--- src/rtl/reg_writeback_queue.sv ---
// In-order register write-back queue feeding a single register-file write port,
// with newest-first forwarding lookup across every pending write.
module reg_writeback_queue #(
    parameter int WIDTH    = 32,
    parameter int SELECTOR = 5,
    parameter int DEPTH    = 4
) (
    input  logic                       clk,
    input  logic                       rst,
    input  logic                       Req_Valid_i,
    input  logic [SELECTOR-1:0]        Req_Register_i,
    input  logic [WIDTH-1:0]           Req_Data_i,
    output logic                       Req_Ready_o,
    input  logic                       Drain_En_i,
    output logic                       Reg_Write_o,
    output logic [SELECTOR-1:0]        Write_Register_o,
    output logic [WIDTH-1:0]           Write_Data_o,
    input  logic [SELECTOR-1:0]        Lookup_Register_1_i,
    input  logic [SELECTOR-1:0]        Lookup_Register_2_i,
    output logic                       Hit_1_o,
    output logic                       Hit_2_o,
    output logic [WIDTH-1:0]           Fwd_Data_1_o,
    output logic [WIDTH-1:0]           Fwd_Data_2_o,
    output logic [$clog2(DEPTH):0]     Count_o
);

    localparam int PW = $clog2(DEPTH);
    localparam int CW = PW + 1;

    logic [SELECTOR-1:0] rd_mem_q [DEPTH];
    logic [WIDTH-1:0]    data_mem_q [DEPTH];

    logic [PW-1:0]       wr_ptr_q, wr_ptr_d;
    logic [PW-1:0]       rd_ptr_q, rd_ptr_d;
    logic [CW-1:0]       count_q, count_d;
    logic                wen_q, wen_d;
    logic [SELECTOR-1:0] wreg_q, wreg_d;
    logic [WIDTH-1:0]    wdata_q, wdata_d;

    logic push, pop;
    logic [PW-1:0] idx;

    assign Req_Ready_o = !rst && (count_q < CW'(DEPTH));
    // Writes to register 0 complete the handshake but never occupy an entry.
    assign push = Req_Valid_i && Req_Ready_o && (Req_Register_i != '0);
    assign pop  = Drain_En_i && (count_q != '0) && !rst;

    always_comb begin
        wr_ptr_d = wr_ptr_q;
        rd_ptr_d = rd_ptr_q;
        count_d  = count_q;
        wen_d    = 1'b0;
        wreg_d   = wreg_q;
        wdata_d  = wdata_q;
        if (push) wr_ptr_d = wr_ptr_q + PW'(1);
        if (pop) begin
            rd_ptr_d = rd_ptr_q + PW'(1);
            wen_d    = 1'b1;
            wreg_d   = rd_mem_q[rd_ptr_q];
            wdata_d  = data_mem_q[rd_ptr_q];
        end
        case ({push, pop})
            2'b10:   count_d = count_q + CW'(1);
            2'b01:   count_d = count_q - CW'(1);
            default: count_d = count_q;
        endcase
    end

    always_ff @(posedge clk) begin
        if (rst) begin
            wr_ptr_q <= '0;
            rd_ptr_q <= '0;
            count_q  <= '0;
            wen_q    <= 1'b0;
            wreg_q   <= '0;
            wdata_q  <= '0;
        end else begin
            wr_ptr_q <= wr_ptr_d;
            rd_ptr_q <= rd_ptr_d;
            count_q  <= count_d;
            wen_q    <= wen_d;
            wreg_q   <= wreg_d;
            wdata_q  <= wdata_d;
        end
    end

    always_ff @(posedge clk) begin
        if (push) begin
            rd_mem_q[wr_ptr_q]   <= Req_Register_i;
            data_mem_q[wr_ptr_q] <= Req_Data_i;
        end
    end

    // Output stage is oldest; walking head to tail lets newer entries override.
    always_comb begin
        Hit_1_o      = 1'b0;
        Hit_2_o      = 1'b0;
        Fwd_Data_1_o = '0;
        Fwd_Data_2_o = '0;
        idx          = '0;
        if (wen_q && wreg_q == Lookup_Register_1_i) begin
            Hit_1_o      = 1'b1;
            Fwd_Data_1_o = wdata_q;
        end
        if (wen_q && wreg_q == Lookup_Register_2_i) begin
            Hit_2_o      = 1'b1;
            Fwd_Data_2_o = wdata_q;
        end
        for (int i = 0; i < DEPTH; i++) begin
            idx = rd_ptr_q + PW'(i);
            if (CW'(i) < count_q) begin
                if (rd_mem_q[idx] == Lookup_Register_1_i) begin
                    Hit_1_o      = 1'b1;
                    Fwd_Data_1_o = data_mem_q[idx];
                end
                if (rd_mem_q[idx] == Lookup_Register_2_i) begin
                    Hit_2_o      = 1'b1;
                    Fwd_Data_2_o = data_mem_q[idx];
                end
            end
        end
        if (Lookup_Register_1_i == '0) begin
            Hit_1_o      = 1'b0;
            Fwd_Data_1_o = '0;
        end
        if (Lookup_Register_2_i == '0) begin
            Hit_2_o      = 1'b0;
            Fwd_Data_2_o = '0;
        end
    end

    assign Reg_Write_o      = wen_q;
    assign Write_Register_o = wreg_q;
    assign Write_Data_o     = wdata_q;
    assign Count_o          = count_q;

endmodule

--- config.mk ---
export PLATFORM = sky130hd
export DESIGN_NAME = reg_writeback_queue
export DESIGN_NICKNAME = d
export VERILOG_FILES = /design/src/rtl/reg_writeback_queue.sv
export SDC_FILE = /design/constraint.sdc
export NUM_CORES = 1
export LEC_CHECK = 0
export CAP_MARGIN = 20
export CORE_ASPECT_RATIO = 0.7
export CORE_UTILIZATION = 55
export CTS_CLUSTER_DIAMETER = 80
export DETAILED_ROUTE_END_ITERATION = 6
export HOLD_SLACK_MARGIN = 0.02
export PLACE_DENSITY = 0.79
export SYNTH_ARGS = -nofsm -noshare
export SYNTH_HDL_FRONTEND = slang
export SYNTH_SLANG_ARGS = --single-unit
--- constraint.sdc ---
create_clock -name clk -period 11.19 [get_ports clk]
set_input_delay 3.357 -clock clk [delete_from_list [all_inputs] [get_ports clk]]
set_output_delay 3.357 -clock clk [all_outputs]
set_load 0.03 [all_outputs]
==> results of run 1 <==
[worst paths after layout]
| kind | slack [ps] | start | endpoint |
|---|---|---|---|
| min | 500 | Write_Data_o[9] | Write_Data_o[9] |
| max reg2reg | 8710 | rd_ptr_q[0] | rd_ptr_q[1] |
| min reg2reg | 500 | Write_Data_o[9] | Write_Data_o[9] |
| max | 400 | Lookup_Register_1_i[1] | Fwd_Data_1_o[4] |
[power breakdown]
group / internal [mW] / switching (mW) / total, mW / leakage (nW)
Clock: 0.342 / 0.276 / 0.618 / 0.275
Combinational: 0.283 / 0.348 / 0.631 / 2.93
Sequential: 0.812 / 0.0703 / 0.882 / 1.73
Total: 1.44 / 0.695 / 2.13 / 4.94
[cell type report]
class	count	area, sq um
Multi-Input combinational cell	741	7480
Timing Repair Buffer	193	1900
Tap cell	318	398
Clock buffer	24	472
Inverter	9	33.8
Fill cell	1726	8040
Sequential cell	195	5400
Clock inverter	8	103
[per-stage QoR]
stage | utilization (%) | cell area, sq um | power [mW] | hold WS (ps) | worst slack [ps]
6_report | 66.3 | 15800 | 2.13 | 498 | 395
5_1_grt | 66.3 | 15800 | 2.20 | 516 | 265
4_1_cts | 66.0 | 15700 | 2.12 | 497 | 616
3_5_place_dp | 63.6 | 15100 | 1.51 | 485 | 596
3_3_place_gp | 63.6 | 15100 | 1.50 | 478 | 674
2_1_floorplan | - | 13400 | 1.32 | 514 | 2240
[sequential cells by signal, indices dropped and copies added, names as in the netlist, named ones only]
| name | flops |
|---|---|
| data_mem_q | 128 |
| rd_mem_q | 20 |
| wr_ptr_q | 2 |
| rd_ptr_q | 2 |
| Reg_Write_o | 1 |
| Count_o | 3 |
| Write_Register_o | 5 |
| Write_Data_o | 32 |
[synthesized netlist by cell type, types with 2 or more instances]
| cell type | n | area [sq um] |
|---|---|---|
| edfxtp_1 | 148 | 4440 |
| mux4_2 | 145 | 3270 |
| nand2_1 | 80 | 300 |
| clkbuf_1 | 68 | 255 |
| nor3_1 | 66 | 330 |
| a221o_1 | 64 | 641 |
| nor2_1 | 52 | 195 |
| dfxtp_1 | 47 | 941 |
| a21oi_1 | 43 | 215 |
| and3_1 | 33 | 206 |
| a221oi_1 | 32 | 280 |
| a31o_2 | 32 | 280 |
| a32oi_1 | 32 | 280 |
| o31ai_1 | 32 | 240 |
| buf_2 | 30 | 150 |
| xor2_1 | 30 | 263 |
| xnor2_1 | 23 | 201 |
| mux2i_1 | 16 | 160 |
| buf_1 | 11 | 41.3 |
| buf_6 | 10 | 113 |
| ha_1 | 9 | 113 |
| inv_1 | 9 | 33.8 |
| and2_1 | 7 | 43.8 |
| buf_4 | 5 | 37.5 |
| nor4_1 | 5 | 31.3 |
| nand3_1 | 4 | 20.0 |
| nand2b_1 | 3 | 18.8 |
| nand4_1 | 3 | 18.8 |
| o21ai_0 | 3 | 15.0 |
| and4_1 | 2 | 17.5 |
| mux2i_4 | 2 | 45.0 |
| nor2b_1 | 2 | 12.5 |
| or4_1 | 2 | 15.0 |
[cell families (layout without fill, tap and decap cells)]
logic type	count (synthesis)	after routing	share of synthesized area [%]
compound gates	248	248	15.1
buf+inv	134	234	4.75
fa+ha+maj	9	9	0.838
xor+xnor	54	54	3.57
simple gates	266	266	9.64
mux	164	164	26.0
flops	195	195	40.1
[layer usage]
| metal | track usage [%] | up-vias |
|---|---|---|
| li1 | - | 4612 |
| met1 | 47.3 | 5483 |
| met2 | 48.2 | 1088 |
| met3 | 12.0 | 153 |
| met4 | 11.7 | 2 |
| met5 | 0 | - |
[worst min-delay path, delay by kind of cell, from the launching register on]
kind	cells	cell delay [ps]
AND/OR/NAND/NOR	1	60
flip-flops	1	340
AO/OA/AOI/OAI	1	50
==> impl_metrics.py, run 1 <==
metrics = {
    "detailed_routing": {
        "postRouteAntennaNets": 0,
        "post_drt_wl_per_cell_um": 28.4,
        "drt_first_iter_violations": 1936,
        "drc": 5,
        "detail_route.vias_per_cell": 7.62,
        "via_count": 11338,
        "routed-wl-met3_um": 7030,
        "dr.pass1.iters": 7,
        "routed_length_on_met1_um": 15500,
        "length_of_routed_met2_wiring_um": 18400,
        "routed_wl_um": 42200,
        "routed.top_layer": "met5",
    },
    "die": {
        "ioPinCount": 159,
        "fp-row-count": 47,
        "initial_utilization_pct": 56.4,
        "placeableCoreArea_sq_um": 23800,
        "die_w_um": 189,
        "fp.dieArea_sq_um": 25100,
        "die_h_um": 133,
    },
    "clock_tree": {
        "cts_tree": "done",
        "worst_setup_hold_path_clk_slew_ps": 70,
        "max-clock-path-buffers": 2,
        "postCtsSetupRepairBufs": 0,
        "postCtsHoldBufs": 0,
        "cts-htree-levels": 4,
        "clock_latency_ps": 450,
        "root_buffer": "clkbuf_16",
        "cts_made_buffers": 17,
        "cts_repair_resize_count": 0,
        "numClockSinks": 195,
    },
    "pwr": {
        "vdd.ir_drop.worst_v": 0.000154,
        "power.density_cell_area_nw_per_um2": 135,
        "power.static_leakage_nw": 4.94,
    },
    "run_status": {
        "violations_in_the_final_reports": "DRC",
        "status": "finished, violations left",
    },
    "global_routing": {
        "globalRoute.totalOverflow": 0,
        "grt_first_pass_wirelength_um": 64000,
        "number_of_global_route_vias_before_repair": 10913,
        "grt_usage_pct": 33.6,
        "antenna_found_initial": 1,
        "grt_start_max_net_pins": 71,
    },
    "finish": {
        "finalNetCount": 1217,
        "fraction_of_layout_instances_using_a_drive_strength_above_1_pct": 22.9,
        "final_common_cell": "clkdlybuf4s50_1",
        "layout_common_cells": "clkdlybuf4s50_1 (157), edfxtp_1 (148), mux4_2 (145), nand2_1 (80), nor3_1 (66)",
        "antenna_cells": 0,
        "synthToLayoutAreaGrowth_pct": 17.4,
        "post_route_insts_no_fill": 1488,
    },
    "yosys": {
        "synth_ff_type": "edfxtp_1",
        "netlist_area_sq_um": 13400,
        "async_flop_share_pct": 0,
        "yosys_warnings": 0,
        "netlist-cell-type-count": 53,
        "synth-edff-count": 148,
        "synth_nets": 1130,
        "yosysSeqAreaShare_pct": 40.1,
        "netlist_instances": 1070,
        "synth.ff_latch_count": 195,
        "synth_area_per_cell_sq_um": 12.6,
    },
    "worst_setup_path": {
        "critical_path.max_fanout": 18,
        "cp.arrival_ps": 7440,
        "critPathLaunchType": "input pin",
        "setup.worst_path.class": "input pin to output port",
        "crit_slowest_cell": "and2_1",
        "critical-path-top-delay-family": "buffers and inverters",
        "worstSetupEndpointType": "output port",
        "r2r_cell_count": 4,
        "critPathRequiredTime_ps": 7830,
        "most_used_cell_along_the_critical_path": "clkdlybuf4s50_1",
        "critPathMaxStageDelay_ps": 820,
        "timing.critical_path.buf_inv": 3,
        "worst-path-stages": 8,
        "cp_cell_sequence": "clkdlybuf4s50_1 > xor2_1 > nor4_1 > and2_1 > buf_4 > a221oi_1 > o31ai_1 > clkdlybuf4s50_1",
    },
    "sta": {
        "achievable-frequency_mhz": 92.6,
        "min_period_ps": 10790,
        "fin_skew_ps": 13.2,
        "tightestPinTransition_ps": 1110,
        "drv_slew": 0,
        "final-setup-viol-count": 0,
        "number_of_hold_violations_in_the_final_report": 0,
        "layout_worst_path_cycle_share_pct": 96.5,
        "maxSlewHeadroom_pct": 25.7,
        "timing.setup.tns_ps": 0,
        "rsz_0062_raised_after_global_routing": "no",
    },
    "worst_hold_path": {
        "timing.hold.worst.class": "flop to flop",
        "hold_path_depth": 2,
    },
    "placed_design": {
        "place_congestion": 0.961,
        "placed_cells_incl_taps": 1453,
        "placement.io_buffers": 158,
        "final_hpwl_dp_um": 26000,
    },
    "run": {
        "count_of_maximum_capacitance_violations": 0,
    },
}
Note: power is estimated with default switching activity, not from simulation.
==> run 2, diff against run 1 <==
- CTS_CLUSTER_SIZE: not set -> 12
==> results of run 2 <==
Same layout as run 1: the final DEF is identical, and so are final timing and power.
==> run 3, diff against run 2 <==
- SETUP_SLACK_MARGIN: not set -> 0.2
- clock period: 11.19 -> 13.36 ns (I/O delays scaled with it)
==> impl_metrics.py, run 3 (synthesis gave the netlist of run 1 again) <==
metrics = {
    "die": {
        "placeableCoreArea_sq_um": 23800,
        "ioPinCount": 159,
        "die_w_um": 189,
        "initial_utilization_pct": 56.4,
        "die_h_um": 133,
        "fp-row-count": 47,
        "fp.dieArea_sq_um": 25100,
    },
    "finish": {
        "largest_register_ff_count": 128,
        "post_route_insts_no_fill": 1484,
        "final_cell_area_sq_um": 15800,
        "synthToLayoutAreaGrowth_pct": 17.4,
        "fraction_of_layout_instances_using_a_drive_strength_above_1_pct": 23.1,
        "layout_common_cells": "clkdlybuf4s50_1 (157), edfxtp_1 (148), mux4_2 (145), nand2_1 (80), nor3_1 (66)",
        "finalNetCount": 1212,
        "largest-register": "data_mem_q",
        "final_common_cell": "clkdlybuf4s50_1",
    },
    "worst_setup_path": {
        "worst-path-stages": 9,
        "critical-path-top-delay-family": "buffers and inverters",
        "cp.arrival_ps": 7960,
        "rrSetupSlack_ps": 10680,
        "critPathLaunchType": "input pin",
        "rr_startpoint": "rd_ptr_q[0]",
        "r2r_cell_count": 5,
        "critical_path.max_fanout": 34,
        "cp_cell_sequence": "clkdlybuf4s50_1 > xnor2_1 > nand4_1 > nor3_4 > buf_4 > nor3b_4 > buf_4 > a221o_1 > clkdlybuf4s50_1",
        "crit_slowest_cell": "nor3b_4",
        "worstSetupEndpointType": "output port",
        "critical_path.startpoint": "Lookup_Register_2_i[0]",
        "timing.critical_path.buf_inv": 4,
        "critPathMaxStageDelay_ps": 770,
        "setup.worst_path.class": "input pin to output port",
        "critPathRequiredTime_ps": 9350,
        "worstSetupEndpoint": "Fwd_Data_2_o[19]",
    },
    "worst_hold_path": {
        "timing.hold.worst.class": "flop to flop",
    },
    "sta": {
        "worst_hold_slack_ps": 495,
        "min_period_ps": 11970,
        "final-setup-viol-count": 0,
        "timing.setup.tns_ps": 0,
        "fin_skew_ps": 11.7,
        "layout_worst_path_cycle_share_pct": 89.6,
        "achievable-frequency_mhz": 83.5,
        "maxSlewHeadroom_pct": 29.5,
        "number_of_hold_violations_in_the_final_report": 0,
        "rsz_0062_raised_after_global_routing": "no",
        "tightestPinTransition_ps": 1060,
        "layout_setup_ws_ps": 1390,
        "drv_slew": 0,
    },
    "placed_design": {
        "place_congestion": 0.903,
        "dp_slack_ps": 1590,
        "final_hpwl_dp_um": 25100,
        "placed_cell_area_sq_um": 15100,
        "placement.io_buffers": 158,
        "placed_cells_incl_taps": 1447,
    },
    "detailed_routing": {
        "detail_route.vias_per_cell": 7.54,
        "postRouteAntennaNets": 0,
        "drt_first_iter_violations": 1819,
        "dr.pass1.iters": 6,
        "routed_wl_um": 41600,
        "via_count": 11192,
        "drc": 0,
        "post_drt_wl_per_cell_um": 28.0,
    },
    "global_routing": {
        "globalRoute.totalOverflow": 0,
        "grt_start_max_net_pins": 68,
        "grt_usage_pct": 33.1,
        "number_of_global_route_vias_before_repair": 10556,
        "grt_first_pass_wirelength_um": 62400,
        "antenna_found_initial": 3,
    },
    "clock_tree": {
        "clock_latency_ps": 460,
        "cts_made_buffers": 17,
        "root_buffer": "clkbuf_16",
        "cts_tree": "done",
        "postCtsHoldBufs": 0,
        "numClockSinks": 195,
        "cts_repair_resize_count": 0,
        "max-clock-path-buffers": 2,
        "cts-htree-levels": 4,
        "worst_setup_hold_path_clk_slew_ps": 70,
        "postCtsSetupRepairBufs": 0,
    },
    "pwr": {
        "power.density_cell_area_nw_per_um2": 113,
        "power.static_leakage_nw": 4.93,
        "vdd.ir_drop.worst_v": 0.000103,
    },
    "run_status": {
        "status": "completed",
    },
    "run": {
        "count_of_maximum_capacitance_violations": 0,
    },
}
==> run 3: cell count changes in the layout (fill, tap and decap cells not counted), sizes merged <==
cell	change
clkinv	+1
diode	+1
buf	-5
bufinv	-1
inv	+7
clkbuf	-7
==> run 3: worst register-to-register path, stage by stage (launching register included) <==
cell     delay, ps
dfxtp_4        610
buf_4          880
buf_4          630
nand2_1        140
xor2_1         180
nor2_1         170
==> run 3: worst min path at each step <==
stage / start / to / slack, ps / depth (start not counted)
after floorplan: wr_ptr_q[1] / wr_ptr_q[1] / 510 / 2
after global placement: Write_Data_o[31] / Write_Data_o[31] / 470 / 2
after detailed placement: Write_Data_o[13] / Write_Data_o[13] / 480 / 2
after CTS: Write_Data_o[13] / Write_Data_o[13] / 490 / 2
after global routing: Write_Data_o[13] / Write_Data_o[13] / 510 / 2
final: Write_Data_o[1] / Write_Data_o[1] / 500 / 2
==> run 3: cell type report <==
type,instances,area [sq um]
Antenna cell,1,2.50
Clock buffer,17,425
Clock inverter,15,163
Fill cell,1709,8030
Inverter,9,33.8
Multi-Input combinational cell,741,7480
Sequential cell,195,5400
Tap cell,318,398
Timing Repair Buffer,188,1880
==> run 3: metrics by stage <==
stage,util (%),power [mW]
after floorplan,-,1.11
after global placement,63.2,1.25
after detailed placement,63.4,1.26
after CTS,65.9,1.77
after global routing,66.3,1.84
final,66.3,1.78
==> run 3: per-layer routing <==
metal / up-vias / part of all wire (%) / global-route usage [%]
met5: - / 0.051 / 0
met4: 4 / 2.7 / 12.1
met3: 125 / 16 / 10.1
met2: 1028 / 44 / 49.3
met1: 5440 / 37 / 46.0
li1: 4595 / - / -
==> run 3: where the power goes <==
part	switching [mW]	total, mW	leakage [nW]	internal (mW)
clock network	0.253	0.519	0.282	0.265
logic	0.301	0.537	2.92	0.237
registers	0.0460	0.726	1.73	0.680
